===== config.mk =====
export PLATFORM = sky130hd
export DESIGN_NAME = csa_result_accumulator
export DESIGN_NICKNAME = d
export VERILOG_FILES = /design/src/rtl/csa_result_accumulator.sv
export SDC_FILE = /design/constraint.sdc
export NUM_CORES = 1
export LEC_CHECK = 0
export BUFFER_PORTS_ARGS = -buffer_cell sky130_fd_sc_hd__buf_2
export CAP_MARGIN = 5
export CORE_MARGIN = 3
export CORE_UTILIZATION = 52
export DETAILED_ROUTE_END_ITERATION = 10
export GPL_TIMING_DRIVEN = 0
export MAX_ROUTING_LAYER = met4
export PLACE_DENSITY_LB_ADDON = 0.12
export SYNTH_ARGS = -nofsm -noshare
export SYNTH_HDL_FRONTEND = slang
export SYNTH_SLANG_ARGS = --single-unit

===== constraint.sdc =====
create_clock -name clk -period 2.8 [get_ports clk]
set_input_delay 0 -clock clk [delete_from_list [all_inputs] [get_ports clk]]
set_output_delay 0 -clock clk [all_outputs]
set_load 0.1 [all_outputs]

===== src/rtl/csa_result_accumulator.sv =====
`default_nettype none
// ============================================================================
// Module      : csa_result_accumulator
// Description : Sums COUNT consecutive {cout, sum} adder results per block and
//               presents each block total with a sticky overflow flag.
// Revision    : 1.0 - initial release
// ============================================================================
module csa_result_accumulator #(
    parameter int WIDTH     = 32,
    parameter int ACC_WIDTH = 40,
    parameter int COUNT     = 8
) (
    input  logic                 clk,
    input  logic                 rst,
    input  logic                 clear,
    input  logic                 in_valid,
    output logic                 in_ready,
    input  logic [WIDTH-1:0]     in_sum,
    input  logic                 in_cout,
    output logic                 out_valid,
    input  logic                 out_ready,
    output logic [ACC_WIDTH-1:0] out_acc,
    output logic                 out_ovf
);

    localparam int CNT_W = $clog2(COUNT + 1);
    localparam logic [CNT_W-1:0] c_last = CNT_W'(COUNT - 1);
    localparam logic [CNT_W-1:0] c_one  = CNT_W'(1);

    typedef enum logic [0:0] {
        ST_ACCUM = 1'b0,
        ST_HOLD  = 1'b1
    } state_t;

    state_t               r_state;
    state_t               w_state_next;
    logic [ACC_WIDTH-1:0] r_acc;
    logic [CNT_W-1:0]     r_cnt;
    logic                 r_ovf_sticky;
    logic [ACC_WIDTH-1:0] r_out_acc;
    logic                 r_out_ovf;

    logic [ACC_WIDTH-1:0] w_val;
    logic [ACC_WIDTH:0]   w_sum;
    logic                 w_in_fire;
    logic                 w_out_fire;
    logic                 w_last;

    // Handshake readiness is a pure state decode, never a function of in_valid.
    assign in_ready   = (r_state == ST_ACCUM);
    assign out_valid  = (r_state == ST_HOLD);
    assign out_acc    = r_out_acc;
    assign out_ovf    = r_out_ovf;

    assign w_in_fire  = in_valid && in_ready;
    assign w_out_fire = out_valid && out_ready;
    assign w_last     = (r_cnt == c_last);

    always_comb begin
        w_val            = '0;
        w_val[WIDTH:0]   = {in_cout, in_sum};
    end

    // Extra top bit captures the wrap past ACC_WIDTH for the overflow flag.
    assign w_sum = {1'b0, r_acc} + {1'b0, w_val};

    always_comb begin
        w_state_next = r_state;
        if (clear) begin
            w_state_next = ST_ACCUM;
        end else begin
            case (r_state)
                ST_ACCUM: if (w_in_fire && w_last) w_state_next = ST_HOLD;
                ST_HOLD:  if (w_out_fire)          w_state_next = ST_ACCUM;
                default:                           w_state_next = ST_ACCUM;
            endcase
        end
    end

    always_ff @(posedge clk or posedge rst) begin
        if (rst) begin
            r_state <= ST_ACCUM;
        end else begin
            r_state <= w_state_next;
        end
    end

    // Datapath only moves on an accepted input, so X on idle operands never lands in r_acc.
    always_ff @(posedge clk or posedge rst) begin
        if (rst) begin
            r_acc        <= '0;
            r_cnt        <= '0;
            r_ovf_sticky <= 1'b0;
            r_out_acc    <= '0;
            r_out_ovf    <= 1'b0;
        end else if (clear) begin
            r_acc        <= '0;
            r_cnt        <= '0;
            r_ovf_sticky <= 1'b0;
            r_out_ovf    <= 1'b0;
        end else if (w_in_fire) begin
            if (w_last) begin
                r_out_acc    <= w_sum[ACC_WIDTH-1:0];
                r_out_ovf    <= r_ovf_sticky | w_sum[ACC_WIDTH];
                r_acc        <= '0;
                r_cnt        <= '0;
                r_ovf_sticky <= 1'b0;
            end else begin
                r_acc        <= w_sum[ACC_WIDTH-1:0];
                r_ovf_sticky <= r_ovf_sticky | w_sum[ACC_WIDTH];
                r_cnt        <= r_cnt + c_one;
            end
        end
    end

endmodule
`default_nettype wire

==> impl_metrics.ini <==
[min_path]
min_from = in_sum[0]
hold_class = in -> reg

[synth]
syn_area_um2 = 5300
synth_mux_area_share_pct = 1.06
syn_avg_cell_area_um2 = 9.26
synth_top_area_share_pct = 41.1
synth_enable_flop_cells = 0
syn-num-nets = 645
synth_fa_ha_area_share_pct = 8.41
yosysSeqAreaShare_pct = 41.1
yosysTopAreaCell = dfrtp_1
synthArstFlopShare_pct = 100
ys.flop_type = dfrtp_1
yosysWarnings = 0
synth_cell_types = 56
synth_top_family_by_area = compound AO/OA/AOI/OAI gates
synth_compound_area_share_pct = 23.5
synth_simple_gate_area_share_pct = 16.2
syn_inst = 572
ys_ff_latch = 87
synth_area_leaders = dfrtp_1 41%, nand2_1 8.6%, ha_1 8.0%
synth_xor_area_share_pct = 6.29

[cts]
cts_root_buf = clkbuf_8
clkTransAtPathRegs_ns = 0.09
cts_buffers = 9
htreeDepth = 3
cts_tree = built
cts_buffer_depth = 2
insertion_delay_ns = 0.37
cts_sinks = 87

[route]
antenna_left = 0
drc_errors = 0
drtIter0Drc = 236
routedWlPerCell_um = 15.8
drt_first_pass_iters = 5
vias_per_cell = 5.55
num_vias = 4509
totalWireLength_um = 12800

[critical_path]
crit_chain = ha_2, a21oi_1, o21ai_1, a31oi_2, a21oi_2, o2111ai_4, nand2_2, a211o_1, a21o_1, a221oi_2, o21ai_1
worstPathArrival_ns = 3.05
cpPeakStageDelay_ns = 0.39
worstSetupStartpoint = r_acc[10]$_DFFE_PP0P_
cpLargestDelayFamily = compound AO/OA/AOI/OAI gates
cp_slowest_cell = dfrtp_1
cp_common_cell = o21ai_1
path_max_fanout = 6
crit_required_ns = 3.05
rr_startpoint = r_acc[10]$_DFFE_PP0P_
crit_type = reg -> reg
worst_setup_path_start_kind = register
end_kind = register
critPathBufInv = 0

[die]
initial_core_util_pct = 53.9
core_um2 = 9820
die_x_um = 107
io-pin-count = 81
die_area_um2 = 11400
die_h_um = 107
fp-row-count = 36

[placed_design]
io_buffers = 80
place_area_um2 = 5890
place_congestion = 0.875
dpl_worst_slack_ns = -0.342
dpl.hpwl_um = 9250

[timing]
fmax_mhz = 357
worst_pin_slew_ns = 0.844
fin_setup_tns_ns = 0
slew-limit-headroom_pct = 43.5
rsz0062_at_grt = true
period_share_pct = 99.9
setup-violations-final = 0
fin_skew_ns = 0.00892
fin_ws_ns = 0.00219
hold_viol_final = 0
post-route-min-period_ns = 2.80
slew_viol_final = 0

[global_routing]
first_global_vias = 4456
antenna_found_initial = 0
overflow = 0
gr-usage-all-layers_pct = 23.6
grt_max_degree = 60
grt_pass1_wl_um = 21000

[layout]
design_area_um2 = 6390
insertedDiodeCount = 0
nets = 749
drive_gt1_share_pct = 25.4
area_growth_pct = 20.7
fillers = 864

[power]
p_per_area_nw_per_um2 = 551
ir_drop_mv = 0.292
p_leak_nw = 3.18

[flow_run]
drv_cap = 0

[outcome]
status = finished clean
==> power by group <==
group	total, mW	switching (mW)	internal, mW
combinational	1.32	0.754	0.561
sequential	1.40	0.0555	1.35
clock	0.803	0.465	0.338
==> layer usage <==
layer  routed length (um)  vias to the layer above  global-route usage, %
li1                     -                     2225                      -
met1                 6030                     2160                   30.9
met2                 6010                       97                   37.1
met3                  436                       27                   3.97
met4                  333                        0                   8.86
met5                    0                        -                      -
==> cells by family (layout without fill, tap and decap cells) <==
group / Yosys count / count (layout)
xor+xnor: 38 / 38
simple gates: 197 / 197
compound gates: 168 / 168
mux: 5 / 5
buf+inv: 42 / 150
fa+ha+maj: 35 / 35
flops: 87 / 87
==> final timing paths <==
kind	end	slack, ns	cells after the start
hold reg to reg	out_acc[28]$_DFFE_PP0P_	0.47	2
setup / recovery	r_acc[31]$_DFFE_PP0P_	0.002	11
min in group asynchronous	r_acc[12]$_DFFE_PP0P_	0.17	3
hold / removal	out_acc[0]$_DFFE_PP0P_	0.02	4
max in group asynchronous	r_acc[5]$_DFFE_PP0P_	2.01	4
setup reg to reg	r_acc[31]$_DFFE_PP0P_	0.002	11
==> through the flow <==
step	instances	util, %	power (mW)	hold WS (ns)
detailed placement	786	60.0	2.60	0.0198
global placement	785	59.7	2.57	0.263
CTS	808	62.7	3.44	0.0125
floorplan	572	-	2.35	0.177
finish	813	65.1	3.52	0.0211
global route	813	65.1	3.73	0.0229
==> worst reg2reg max path, stage by stage, from the launching register on <==
cell       delay (ns)
dfrtp_1          0.39
ha_2             0.33
a21oi_1          0.20
o21ai_1          0.13
a31oi_2          0.24
a21oi_2          0.11
o2111ai_4        0.24
nand2_2          0.12
a211o_1          0.27
a21o_1           0.22
a221oi_2         0.32
o21ai_1          0.11
==> final cells by class <==
class / count / area, um2 / share of cell area (%)
plain buffers: 24 / 113 / 1.76
clock inverters: 4 / 22.5 / 0.353
well taps: 133 / 166 / 2.60
flip-flops and latches: 87 / 2180 / 34.1
repair buffers: 93 / 529 / 8.28
multi-input cells: 443 / 3170 / 49.6
inverters: 18 / 70.1 / 1.10
clock buffers: 11 / 141 / 2.21
==> cells in the mapped netlist (all sizes together), types with 2 or more instances <==
library cell / instances
inv: 18
xor2: 10
buf: 7
a21o: 18
dfrtp: 87
mux2: 5
o31ai: 6
a21oi: 45
nand2: 121
o21bai: 4
nor2: 23
clkbuf: 17
and3: 5
nand4: 7
o21a: 8
o2111ai: 3
a311oi: 2
a22o: 29
o21ai: 35
nand2b: 8
a211o: 3
a31oi: 5
nand3: 12
nor2b: 5
nor3: 2
ha: 34
o211ai: 2
xnor2: 28
or3: 5
or2: 2
and2: 4
==> flip-flops by register name, indices dropped and copies added, names as in the netlist <==
name and flops:
r_ovf_sticky 1, out_valid 1, r_cnt 4, out_acc 40, r_acc 40, out_ovf 1
==> layout by cell type (no fill, tap or decap), types with 3 or more instances in the layout <==
cell,n
buf_2,80
o31ai_4,4
clkbuf_1,17
a21oi_4,3
a21oi_2,12
ha_1,23
xnor2_1,26
o21ai_0,17
nor2b_1,4
clkbuf_8,10
dlygate4sd3_1,3
or3_1,5
o21a_1,8
ha_2,9
clkinv_2,3
nand2_1,120
and2_1,4
a21oi_1,30
nand3_1,12
xor2_1,10
a31oi_1,3
nor2_1,21
inv_1,15
nand2b_1,7
o21ai_2,3
a21o_1,18
dfrtp_1,87
nand4_1,7
o21ai_1,14
o21bai_1,3
and3_1,5
a22o_1,29
mux2_2,3
buf_4,13
a211o_1,3
==> what timing repair did <==
item,in CTS,in global routing
setup endpoints to repair,16,28
pin swaps,7,17
buffers inserted,4,6
gates resized for setup,13,41
hold buffers,3,0
hold endpoints to repair,30,0
No activity file was read; power rests on OpenSTA's default activity.
